[config.mk]
export PLATFORM = sky130hd
export DESIGN_NAME = instr_fetch_unit
export DESIGN_NICKNAME = d
export VERILOG_FILES = /design/src/rtl/instr_fetch_unit.sv
export SDC_FILE = /design/constraint.sdc
export NUM_CORES = 1
export LEC_CHECK = 0
export ABC_CLOCK_PERIOD_IN_PS = 1950
export CAP_MARGIN = 20
export CORE_ASPECT_RATIO = 0.8
export CORE_MARGIN = 2
export CORE_UTILIZATION = 43
export DETAILED_ROUTE_END_ITERATION = 10
export PLACE_DENSITY = 0.92
export SYNTH_ARGS = -nofsm -noshare
export SYNTH_HDL_FRONTEND = slang
export SYNTH_SLANG_ARGS = --single-unit
[constraint.sdc]
create_clock -name Clock -period 1.95 [get_ports Clock]
set_input_delay 0.2925 -clock Clock [delete_from_list [all_inputs] [get_ports Clock]]
set_output_delay 0.2925 -clock Clock [all_outputs]
set_load 0.02 [all_outputs]
[src/rtl/instr_fetch_unit.sv]
// Instruction fetch sequencer: owns the PC, reads one word per instruction
// from instruction memory over a ready handshake, presents it to the IR with
// a one-cycle IRin strobe, then waits for the control unit to finish.
module instr_fetch_unit #(
    parameter logic [31:0] RESET_PC = 32'h0000_0000,
    parameter int          TIMEOUT  = 16
) (
    input  logic        Clock,
    input  logic        Clear,
    input  logic        Run,
    output logic [31:0] MemAddr,
    output logic        MemRead,
    input  logic        MemReady,
    input  logic [31:0] MemData,
    output logic [31:0] InstrOut,
    output logic        IRin,
    input  logic        ExecDone,
    input  logic        PCwrite,
    input  logic [31:0] PCnew,
    output logic [31:0] PC,
    output logic        Halted,
    output logic        BusError,
    output logic [2:0]  FetchState
);

    localparam int             CW       = $clog2(TIMEOUT + 1);
    localparam logic [CW-1:0]  CNT_LAST = CW'(TIMEOUT - 1);
    localparam logic [4:0]     HALT_OP  = 5'b11011;

    typedef enum logic [2:0] {
        S_IDLE  = 3'd0,
        S_REQ   = 3'd1,
        S_LOAD  = 3'd2,
        S_EXEC  = 3'd3,
        S_HALT  = 3'd4,
        S_ERROR = 3'd5
    } state_t;

    state_t        state_q, state_d;
    logic [31:0]   pc_q, pc_d;
    logic [31:0]   buf_q, buf_d;
    logic [CW-1:0] cnt_q, cnt_d;

    // State, PC, instruction buffer and wait counter; Clear resets all at once.
    always_ff @(posedge Clock or negedge Clear) begin
        if (!Clear) begin
            state_q <= S_IDLE;
            pc_q    <= RESET_PC;
            buf_q   <= 32'h0;
            cnt_q   <= '0;
        end else begin
            state_q <= state_d;
            pc_q    <= pc_d;
            buf_q   <= buf_d;
            cnt_q   <= cnt_d;
        end
    end

    // Next-state logic: fetch handshake, timeout, halt decode and PC redirects.
    always_comb begin
        state_d = state_q;
        pc_d    = pc_q;
        buf_d   = buf_q;
        cnt_d   = cnt_q;
        case (state_q)
            S_IDLE: begin
                if (PCwrite) pc_d = PCnew;
                if (Run) begin
                    state_d = S_REQ;
                    cnt_d   = '0;
                end
            end
            S_REQ: begin
                // Ready in the last allowed cycle still wins over the timeout.
                if (MemReady) begin
                    buf_d   = MemData;
                    pc_d    = pc_q + 32'd1;
                    state_d = S_LOAD;
                end else begin
                    cnt_d = cnt_q + 1'b1;
                    if (cnt_q == CNT_LAST) state_d = S_ERROR;
                end
            end
            S_LOAD: begin
                state_d = (buf_q[31:27] == HALT_OP) ? S_HALT : S_EXEC;
            end
            S_EXEC: begin
                // A redirect coinciding with ExecDone is what the next fetch uses.
                if (PCwrite) pc_d = PCnew;
                if (ExecDone) begin
                    if (Run) begin
                        state_d = S_REQ;
                        cnt_d   = '0;
                    end else begin
                        state_d = S_IDLE;
                    end
                end
            end
            S_HALT: begin
                if (PCwrite) pc_d = PCnew;
            end
            S_ERROR: begin
                // PC stays at the faulting address until Clear.
            end
            default: state_d = S_IDLE;
        endcase
    end

    // Outputs decoded purely from registered state, so no input reaches an output.
    always_comb begin
        MemRead    = (state_q == S_REQ);
        MemAddr    = (state_q == S_REQ) ? pc_q : 32'h0;
        IRin       = (state_q == S_LOAD);
        Halted     = (state_q == S_HALT);
        BusError   = (state_q == S_ERROR);
        FetchState = state_q;
        PC         = pc_q;
        InstrOut   = buf_q;
    end

endmodule

==> results list <==
- The flow ran to the end, but the final reports show violations.
* Failing checks: negative setup slack
- Summing every instance area after synthesis gives 0.004140 mm².
- Static Leak: ~2.7 nW
* Top-area cell type share of the netlist area: between 40% and 50%
- For this run, the detailed router's first-pass iteration total came to 5.
* Minimum clock period: 1.989 ns
* Net count after synthesis: 502
- Multi-input gate area in the final layout: about 0.0022 mm²
- Summed over all layers, the global routing overflow is 0.
- Cells fill 68.66% of the core in the end.
- Actual slew at the worst max-slew pin: between 0.5 and 0.6 ns
* Netlist cell types: 57
- The tree is rooted in a sky130_fd_sc_hd__clkbuf_16.
- Placeable core region: ~0.0095 mm²
- The first routing iteration left between 300 and 400 violations.
- Final-report setup violation count: 1
- Reg2Reg Capture Point: PC[31]
- Relative to the synthesized area, the layout overhead comes to 57.36%.
- Wirelength, routed: between 10 and 15 mm
- In this run the tool buffered the top-level ports with around 170 buffer cells.
- Worst vdd rail ir drop: 0.9835 mV
- In the final design database the tool counted a little under 700 nets.
- Insertion delay to the later sink of the worst-skew pair: between 0.3 and 0.4 ns
* Worst Reg-to-Reg Cells: 4
- The library cell used most frequently in the layout, excluding fill and tap cells, is sky130_fd_sc_hd__clkdlybuf4s50_1.
- Derived from the worst setup path, the maximum achievable clock frequency is just over 500 MHz.
- Hold timing on the final database bottoms out at a slack of 0.4286 ns.
- For flop-to-flop paths, the worst setup slack is -0.04 ns.
- Width of the chip: 113.7 µm
- Averaged over all synthesized cells, the footprint is ~9.7 µm².
- The detail route stage leaves a number of antenna-violating nets equal to 0.
* Share of the cycle needed by the critical path after routing: 102.0%
- Data arrives at the worst endpoint at roughly 2.2 ns.
- From bottom edge to top edge, the die measures ~92 µm.
- Among all flip-flop cells after synthesis, the most frequent one is sky130_fd_sc_hd__dfrtp_1.
- Global routing used 25.27% of the available tracks.
- Number of inserted filler cells in the final layout: about 730
- In the synthesized netlist, the number of instances is 429.
- Critical Path Max Stage Delay: just over 0.5 ns
- Cells along the critical path: inv_1 > nor4_4 > nand4_1 > o311ai_0
* Warning count from the yosys run: 0
- First-pass GRT wire length: 21.08 mm
- Summing over every cut layer, the via total after detailed routing is 4358.
- CTS built an H-tree with a depth of 3.
* Type of origin of the critical path: register
* Relative slew slack: a little under two thirds
* Crit path max-delay family: simple AND/OR/NAND/NOR gates
* Antenna violations before repair: 0
* Fin worst setup slack: -0.03929 ns
- In this run the worst setup path begins at PC[7].
- Registers take ~0.0018 mm².
- Remaining routing DRC violations: 0
* Class of the tightest hold or removal check: in2async
- Of all cell types, the one taking the most synthesized area is sky130_fd_sc_hd__dfrtp_1.
- The repair_antennas step left the layout with diodes totalling 0.
* Worst Setup Slack post-DPL: -0.1058 ns
- After synthesis the netlist holds a flip-flop and latch count of 72.
* Number of endpoints with negative hold slack in the final report: 0
- Row cnt: 32
* Critical path peak fanout: 6
* Number of maximum-capacitance violations: 0
* Total power consumption of the routed design: roughly 13 mW
* Cell types with the largest area share after synthesis: sky130_fd_sc_hd__dfrtp_1 44%, sky130_fd_sc_hd__mux2_2 9.0%, sky130_fd_sc_hd__and2_1 5.0%, sky130_fd_sc_hd__a21oi_1 4.1%, sky130_fd_sc_hd__nand3_1 3.1%
- The startpoint identified for the worst register-to-register timing path is PC[7].
* Sequential-to-total area share from yosys stat: between 40% and 50%
* Required time reported for the critical path endpoint: roughly 2.1 ns
* Number of max-slew violations in the final report: 0
* Weighted congestion reported at the end of routability-driven placement: a little under 0.9
- Among all stages on the critical path, the largest delay is contributed by sky130_fd_sc_hd__nor4_4.
- Pin count of the biggest net entering global routing: 54
- Detailed placement finished with a half-perimeter wire length of 9.302 mm.
* Vias per cell: approximately 6
- Cts bufs inserted: 9
* Die Footprint: 0.01043 mm²
- Starting utilization of the core area: 43.63%
- CTS clk-pin slew, worst paths: around 0.06 ns
- Type of the setup path with the least slack: reg2reg
* Fraction of final layout cells with drive strength greater than 1: between 20% and 30%
* Top-level port count: between 150 and 200
- EDFF count, synth: 0
- No sink is reached through more buffers than the 2 on the longest clock path.
* Layout Skew: 0.005613 ns
- Dividing the detail-routed wire length by the instance count gives between 15 and 20 µm.
- Cell Pwr Density: about 2000 mW/mm²
* Critical path capture point type: register
- Most used cells in the layout excluding fill and tap cells: 135 x sky130_fd_sc_hd__clkdlybuf4s50_1, 70 x sky130_fd_sc_hd__dfrtp_1, 34 x sky130_fd_sc_hd__a21oi_1, 34 x sky130_fd_sc_hd__nand2_1, 33 x sky130_fd_sc_hd__mux2_2
* Post-synthesis async set-or-reset flop share: 100.0%
* TritonCTS sink count: slightly above 70
- The via count of the first global-routing pass is between 4000 and 5000.
- TritonCTS clock tree: built
* Buffers & Inverters on Critical Path: 1
[cell type report]
type / instances / area share, %
Multi-Input combinational cell: 320 / 33.42
Sequential cell: 72 / 27.69
Timing Repair Buffer: 214 / 30.96
Inverter: 6 / 0.3457
Clock inverter: 7 / 1.844
Tap cell: 119 / 2.285
Clock buffer: 9 / 3.457
[power by group]
part / total (mW) / switching [mW] / internal, mW
sequential: 3.02 / 0.779 / 2.24
clock: 1.93 / 0.677 / 1.25
combinational: 7.80 / 4.14 / 3.67
total: 12.7 / 5.59 / 7.16
[cell families (layout without fill, tap and decap cells)]
family,count (synthesis),after routing,synth area share (%)
multiplexers,34,34,9.217
adder cells (fa/ha/maj),3,3,0.9067
AO/OA/AOI/OAI,109,109,16.89
flip-flops,72,72,43.52
buffers and inverters,37,236,5.016
AND/OR/NAND/NOR,172,172,24.03
XOR/XNOR,2,2,0.4232
[state kept, by name, indices dropped and copies added, names as in the netlist]
name,count
FetchState,3
InstrOut,32
PC,32
cnt_q,5
[worst register-to-register path: cells and delay by family, from the launching register on]
| family | cells | cell delay (ns) |
|---|---|---|
| buffers and inverters | 1 | 0.17 |
| DFF | 1 | 0.47 |
| AOI/OAI and AO/OA | 1 | 0.43 |
| and+or+nand+nor | 2 | 0.77 |
[cell usage after synthesis, types with 2 or more instances]
| master | number |
|---|---|
| sky130_fd_sc_hd__nand4_4 | 2 |
| sky130_fd_sc_hd__xor2_1 | 2 |
| sky130_fd_sc_hd__nor3b_1 | 2 |
| sky130_fd_sc_hd__clkbuf_1 | 11 |
| sky130_fd_sc_hd__buf_2 | 9 |
| sky130_fd_sc_hd__a2bb2oi_1 | 14 |
| sky130_fd_sc_hd__and3_1 | 10 |
| sky130_fd_sc_hd__a41oi_1 | 2 |
| sky130_fd_sc_hd__a21oi_1 | 34 |
| sky130_fd_sc_hd__o21ai_0 | 22 |
| sky130_fd_sc_hd__nand4b_1 | 2 |
| sky130_fd_sc_hd__nor2_1 | 26 |
| sky130_fd_sc_hd__dfrtp_1 | 72 |
| sky130_fd_sc_hd__nor3_1 | 7 |
| sky130_fd_sc_hd__clkbuf_2 | 2 |
| sky130_fd_sc_hd__o22a_1 | 4 |
| sky130_fd_sc_hd__buf_4 | 4 |
| sky130_fd_sc_hd__or3_1 | 2 |
| sky130_fd_sc_hd__a22oi_1 | 4 |
| sky130_fd_sc_hd__ha_1 | 3 |
| sky130_fd_sc_hd__nor4_4 | 3 |
| sky130_fd_sc_hd__nand3b_1 | 2 |
| sky130_fd_sc_hd__a32oi_1 | 2 |
| sky130_fd_sc_hd__buf_6 | 4 |
| sky130_fd_sc_hd__nor2b_1 | 2 |
| sky130_fd_sc_hd__mux2_2 | 33 |
| sky130_fd_sc_hd__nand3_1 | 26 |
| sky130_fd_sc_hd__a211oi_1 | 2 |
| sky130_fd_sc_hd__inv_1 | 6 |
| sky130_fd_sc_hd__nand2_1 | 34 |
| sky130_fd_sc_hd__o22ai_1 | 14 |
| sky130_fd_sc_hd__nand4_1 | 10 |
| sky130_fd_sc_hd__and2_1 | 33 |
[metal layers]
metal | global-route usage [%] | wire (µm) | part of all wire (%) | vias to the layer above
li1 | - | - | - | 1961
met1 | 33.12 | 5614 | 41 | 2083
met2 | 41.12 | 6549 | 48 | 280
met3 | 5.816 | 1167 | 8.5 | 34
met4 | 9.045 | 343 | 2.5 | 0
met5 | 0 | 0 | 0 | -
[worst max-delay path by stage]
stage	end	slack, ns	cells after the start
6_report	PC[31]	-0.04	4
5_1_grt	PC[31]	-0.12	4
4_1_cts	PC[24]	0.001	7
3_5_place_dp	PC[24]	-0.11	7
3_3_place_gp	PC[22]	-0.004	7
2_1_floorplan	InstrOut[0]	0.01	7
[through the flow]
stage / instance area [µm²] / cells / setup TNS [ns]
final: 6515 / 747 / -0.03929
after global routing: 6515 / 747 / -0.1269
after CTS: 6569 / 740 / 0
after detailed placement: 6158 / 721 / -0.2665
after global placement: 6158 / 721 / -0.003999
after floorplan: 4144 / 429 / 0
[what timing repair did]
action	CTS	global route
pin swaps	2	5
resized for setup	112	39
endpoints found under the setup margin	37	75
cloned	1	3
hold buffers	1	0
buffers inserted	1	4
endpoints found under the hold margin	28	0
Note: power is estimated with default switching activity, not from simulation.
